### src/rtl/cpu_pkg.sv
// Shared CPU definitions: FSM state encodings, opcode map and class flags.
// Imported by the main control FSM, its opcode decoder and pc_control.
package cpu_pkg;

   localparam int OP_W = 6;
   localparam int ST_W = 3;

   typedef enum logic [ST_W-1:0] {
      ST_IF  = 3'b000,
      ST_ID  = 3'b001,
      ST_EX  = 3'b010,
      ST_MEM = 3'b011,
      ST_WB  = 3'b100
   } state_t;

   localparam logic [OP_W-1:0] OP_AND     = 6'b000000;
   localparam logic [OP_W-1:0] OP_ADD     = 6'b000001;
   localparam logic [OP_W-1:0] OP_SUB     = 6'b000010;
   localparam logic [OP_W-1:0] OP_IALU_LO = 6'b000011;
   localparam logic [OP_W-1:0] OP_IALU_HI = 6'b000100;
   localparam logic [OP_W-1:0] OP_LW      = 6'b000101;
   localparam logic [OP_W-1:0] OP_SW      = 6'b000110;
   localparam logic [OP_W-1:0] OP_BR_LO   = 6'b001000;
   localparam logic [OP_W-1:0] OP_BR_HI   = 6'b001011;
   localparam logic [OP_W-1:0] OP_JMP     = 6'b001100;
   localparam logic [OP_W-1:0] OP_CALL    = 6'b001101;
   localparam logic [OP_W-1:0] OP_RET     = 6'b001110;

   // One-hot instruction class; all-zero means the opcode is treated as a NOP.
   typedef struct packed {
      logic is_r;
      logic is_ialu;
      logic is_lw;
      logic is_sw;
      logic is_br;
      logic is_jmp;
      logic is_call;
      logic is_ret;
   } op_class_t;

   function automatic logic op_in_range(input logic [OP_W-1:0] op,
                                        input logic [OP_W-1:0] lo,
                                        input logic [OP_W-1:0] hi);
      return (op >= lo) && (op <= hi);
   endfunction

endpackage

### src/rtl/op_class_decode.sv
// Combinational opcode classifier: maps the IR opcode field to one-hot class flags.
module op_class_decode
   import cpu_pkg::*;
#(
   parameter int OP_W = cpu_pkg::OP_W
) (
   input  logic [OP_W-1:0] op,
   output op_class_t       cls
);

   always_comb begin
      cls         = '0;
      cls.is_r    = op_in_range(op, OP_AND, OP_SUB);
      cls.is_ialu = op_in_range(op, OP_IALU_LO, OP_IALU_HI);
      cls.is_lw   = (op == OP_LW);
      cls.is_sw   = (op == OP_SW);
      cls.is_br   = op_in_range(op, OP_BR_LO, OP_BR_HI);
      cls.is_jmp  = (op == OP_JMP);
      cls.is_call = (op == OP_CALL);
      cls.is_ret  = (op == OP_RET);
   end

endmodule

### src/rtl/main_control_fsm.sv
// Multi-cycle main control: sequences IF/ID/EX/MEM/WB and drives the datapath
// enables; the registered state bus is consumed by pc_control.
module main_control_fsm
   import cpu_pkg::*;
#(
   parameter int OP_W = cpu_pkg::OP_W,
   parameter int ST_W = cpu_pkg::ST_W
) (
   input  logic            clk,
   input  logic            rst,
   input  logic [OP_W-1:0] op,
   input  logic            mem_ready,
   output logic [ST_W-1:0] state,
   output logic            pc_write,
   output logic            ir_write,
   output logic            imem_read,
   output logic            dmem_read,
   output logic            dmem_write,
   output logic            reg_write,
   output logic            alu_src_imm,
   output logic            wb_sel_mem,
   output logic            ret_push
);

   logic [ST_W-1:0] state_q;
   logic [ST_W-1:0] state_d;
   op_class_t       cls;
   logic            is_nop;
   logic            is_seq;

   op_class_decode #(
      .OP_W (OP_W)
   ) u_op_class_decode (
      .op  (op),
      .cls (cls)
   );

   assign is_nop = ~|cls;
   assign is_seq = cls.is_r | cls.is_ialu | cls.is_lw | cls.is_sw;

   always_ff @(posedge clk) begin
      if (rst) begin
         state_q <= ST_IF;
      end else begin
         state_q <= state_d;
      end
   end

   always_comb begin
      state_d     = ST_IF;
      pc_write    = 1'b0;
      ir_write    = 1'b0;
      imem_read   = 1'b0;
      dmem_read   = 1'b0;
      dmem_write  = 1'b0;
      reg_write   = 1'b0;
      alu_src_imm = 1'b0;
      wb_sel_mem  = 1'b0;
      ret_push    = 1'b0;

      case (state_q)
         ST_IF: begin
            imem_read = 1'b1;
            ir_write  = 1'b1;
            state_d   = ST_ID;
         end
         ST_ID: begin
            if (cls.is_br) begin
               state_d = ST_EX;
            end else if (cls.is_jmp || cls.is_ret || cls.is_call || is_nop) begin
               pc_write = 1'b1;
               ret_push = cls.is_call;
               state_d  = ST_IF;
            end else begin
               pc_write = 1'b1;
               state_d  = ST_EX;
            end
         end
         ST_EX: begin
            alu_src_imm = cls.is_ialu | cls.is_lw | cls.is_sw;
            if (cls.is_br) begin
               // Branch always reloads PC; pc_control picks target vs PC+1 from flags.
               pc_write = 1'b1;
               state_d  = ST_IF;
            end else if (cls.is_lw || cls.is_sw) begin
               state_d = ST_MEM;
            end else if (is_seq) begin
               state_d = ST_WB;
            end
         end
         ST_MEM: begin
            dmem_read  = cls.is_lw;
            dmem_write = cls.is_sw;
            if (cls.is_lw || cls.is_sw) begin
               if (!mem_ready) begin
                  state_d = ST_MEM;
               end else if (cls.is_lw) begin
                  state_d = ST_WB;
               end
            end
         end
         ST_WB: begin
            reg_write  = 1'b1;
            wb_sel_mem = cls.is_lw;
         end
         default: begin
            state_d = ST_IF;
         end
      endcase

      // A reset abandons the instruction in flight, so no strobe may escape on that cycle.
      if (rst) begin
         state_d     = ST_IF;
         pc_write    = 1'b0;
         ir_write    = 1'b0;
         imem_read   = 1'b0;
         dmem_read   = 1'b0;
         dmem_write  = 1'b0;
         reg_write   = 1'b0;
         alu_src_imm = 1'b0;
         wb_sel_mem  = 1'b0;
         ret_push    = 1'b0;
      end
   end

   assign state = state_q;

endmodule

### config.mk
export PLATFORM = sky130hd
export DESIGN_NAME = main_control_fsm
export DESIGN_NICKNAME = d
export VERILOG_FILES = /design/src/rtl/cpu_pkg.sv /design/src/rtl/op_class_decode.sv /design/src/rtl/main_control_fsm.sv
export SDC_FILE = /design/constraint.sdc
export NUM_CORES = 1
export LEC_CHECK = 0
export ABC_AREA = 0
export ABC_CLOCK_PERIOD_IN_PS = 3000
export BUFFER_PORTS_ARGS = -buffer_cell sky130_fd_sc_hd__buf_2
export CORE_AREA = 2 2 39 41
export DETAILED_ROUTE_END_ITERATION = 8
export DIE_AREA = 0 0 41 43
export SLEW_MARGIN = 25
export SYNTH_ARGS = -nofsm -noshare
export SYNTH_HDL_FRONTEND = slang
export SYNTH_HIERARCHICAL = 1
export SYNTH_SLANG_ARGS = --single-unit
### constraint.sdc
create_clock -name clk -period 3 [get_ports clk]
set_input_delay 0.15 -clock clk [delete_from_list [all_inputs] [get_ports clk]]
set_output_delay 0.15 -clock clk [all_outputs]
set_load 0.02 [all_outputs]
==> metrics.csv <==
stage,metric,value,unit
status,status,finished clean,
timing,holdWs,0.209,ns
yosys,syn_area,364,µm²
clock_network,htreeDepth,1,
cells_and_area,stdcell_area,488,µm²
clock_network,clk_latency,0.23,ns
power_and_ir_drop,p_leak,0.207,nW
setup_path,cp_max_fo,6,
cells_and_area,num_antenna_cells,0,
floorplan,fp.dieW,41,µm
setup_path,endpoint,alu_src_imm,
setup_path,crit_start,op[1],
setup_path,r2r-end,state[2],
placed_design,dp_slack,1.18,ns
power_and_ir_drop,power.density,312,nW/µm²
cells_and_area,num-fill-cells,160,
clock_network,postCtsSetupRepairBufs,0,
timing,setup_viol,0,
routing,drtPass1Iterations,4,
timing,slew_viol_final,0,
placed_design,gp_congestion,0.736,
routing,ant_nets,0,
timing,finalSetupTns,0,ns
setup_path,cp.depth,6,
cells_and_area,largest_reg_flops,3,
floorplan,start_util,0.263,
setup_path,slowest_delay,0.54,ns
setup_path,criticalPathCategory,input port to output pin,
clock_network,postCtsHoldBufs,0,
floorplan,die-area,1760,µm²
routing,vias_per_cell,5.22,
routing,num_vias,454,
clock_network,tritoncts,built,
floorplan,rows,14,
grt,grt_usage,0.128,
setup_path,timing.critical_path.buf_inv,2,
clock_network,clock_sinks,3,
grt,grt_pass1_vias,408,
grt,antenna_found_initial,0,
timing,period_share,0.605,
timing,slew_headroom,0.553,
clock_network,cts-root-buf,clkbuf_4,
grt,grt_pass1_wl,1600,µm
timing,hold_viol,0,
cells_and_area,nets,81,
timing,tightest_slew,0.669,ns
setup_path,cp.arrival,1.66,ns
clock_network,cts_max_path_buffers,2,
clock_network,clk_pin_slew,0.04,ns
floorplan,die_height,43,µm
cells_and_area,final_layout_size_suffix_gt1_frac,0.380,
yosys,yosysWarnings,6,
placed_design,place_area,462,µm²
yosys,synthCells,51,
routing,routedWlPerCell,10.4,µm
clock_network,cts_resized,0,
timing,fin_ws,1.19,ns
routing,routed_wirelength,904,µm
yosys,syn_nets,60,
yosys,avgSynthCellArea,7.14,µm²
grt,grt_overflow,0,
grt,grt_max_degree,13,
yosys,synth_cell_types,27,
setup_path,worst_setup_path_start_kind,input port,
run,drv_cap,0,
setup_path,crit_slowest_cell,or4b_1,
floorplan,ios,21,
cells_and_area,area_delta_synth_final,34.0,%
routing,initialDrtViolationCount,7,
setup_path,rr_worst_depth,3,
setup_path,cp_top_family,simple AND/OR/NAND/NOR gates,
floorplan,core_area,1380,µm²
hold_path,worstHoldPathType,input port to register,
power_and_ir_drop,vdd_drop_max,132,µV
yosys,ys_seq_elements,3,
routing,drc_errors,0,
timing,final.min_clock_period,1.81,ns
setup_path,rr_startpoint,state[1],
setup_path,end_kind,output pin,
setup_path,ff2ff_setup_slack,1.92,ns
timing,finClkSkew,0.00137,ns
setup_path,crit_required,2.85,ns
cells_and_area,final_util,0.353,
setup_path,path_common_cell,buf_2,
timing,grt_setup_unrepaired,no,
clock_network,cts_inserted_buffers,3,
timing,fmax,551,MHz
placed_design,port_buffers,20,
setup_path,crit_path_cell_trace,"buf_2, or4b_1, nor2_1, nor3_1, nor4b_1, buf_2",
yosys,ys_seq_area_frac,0.165,
==> cells in the mapped netlist (all sizes together) <==
cell type,n,area share
a2111oi,1,0.024
a211oi,1,0.021
a21oi,4,0.055
and2,1,0.021
buf,3,0.048
clkbuf,1,0.014
dfxtp,3,0.16
mux2i,1,0.027
nand2,4,0.041
nand2b,1,0.017
nand3b,3,0.062
nand4,1,0.017
nor2,9,0.093
nor3,2,0.027
nor3b,3,0.076
nor4,1,0.017
nor4b,2,0.048
o211ai,1,0.021
o32ai,1,0.024
or2,3,0.058
or3b,2,0.048
or4,1,0.021
or4b,2,0.055
==> worst min-delay path by stage <==
stage | start | end | slack [ns] | cells past startpoint
after floorplan | mem_ready | state[2] | 0.32 | 2
after global placement | mem_ready | state[2] | 0.45 | 3
after detailed placement | mem_ready | state[2] | 0.45 | 3
after CTS | mem_ready | state[2] | 0.20 | 3
after global routing | mem_ready | state[2] | 0.21 | 3
final | mem_ready | state[2] | 0.21 | 3
==> kinds of logic (layout without fill, tap and decap cells) <==
| family | count (synthesis) | in the layout | synth area share |
|---|---|---|---|
| buffers and inverters | 4 | 24 | 0.0619 |
| multiplexers | 1 | 1 | 0.0275 |
| flip-flops | 3 | 3 | 0.165 |
| AO/OA/AOI/OAI | 8 | 8 | 0.144 |
| AND/OR/NAND/NOR | 35 | 35 | 0.601 |
==> per-stage QoR <==
| step | std cells | total power, mW |
|---|---|---|
| 2_1_floorplan | 51 | 0.0696 |
| 3_3_place_gp | 83 | 0.0817 |
| 3_5_place_dp | 83 | 0.0825 |
| 4_1_cts | 87 | 0.156 |
| 5_1_grt | 87 | 0.167 |
| 6_report | 87 | 0.152 |
==> layout make-up <==
cell class              instances  area (µm²)  area share
multi-input cells              44         282       0.577
flip-flops and latches          3        60.1       0.123
clock buffers                   4        26.3      0.0538
well taps                      16        20.0      0.0410
repair buffers                 20         100       0.205
==> where the power goes <==
group	switching [mW]	internal, mW	leakage (nW)
combinational	0.0214	0.0155	0.168
sequential	0.00319	0.0416	0.0245
clock	0.0207	0.0498	0.0150
total	0.0453	0.107	0.207
==> metal layers <==
metal  global-route usage  share of wire  up-vias
met4               0.0400              0        0
met5                    0              0        -
met3               0.0471          0.087        0
met2                0.203           0.48       18
met1                0.153           0.43      208
li1                     -              -      228
==> placed cells by master, fill, tap and decap left out, types with 2 or more instances in the layout <==
| cell type | n |
|---|---|
| or3b_1 | 2 |
| nor4b_1 | 2 |
| nor2_1 | 9 |
| a21oi_1 | 4 |
| nand2_1 | 4 |
| nor3b_1 | 2 |
| nor3_1 | 2 |
| dfxtp_1 | 3 |
| or4b_1 | 2 |
| clkbuf_4 | 3 |
| nand3b_1 | 3 |
| buf_2 | 20 |
==> worst min-delay path: cells and delay by family <==
| kind | cells | cell delay [ns] |
|---|---|---|
| and+or+nand+nor | 1 | 0.08 |
| AOI/OAI and AO/OA | 1 | 0.06 |
| buffers and inverters | 1 | 0.10 |
Note: power is estimated with default switching activity, not from simulation.
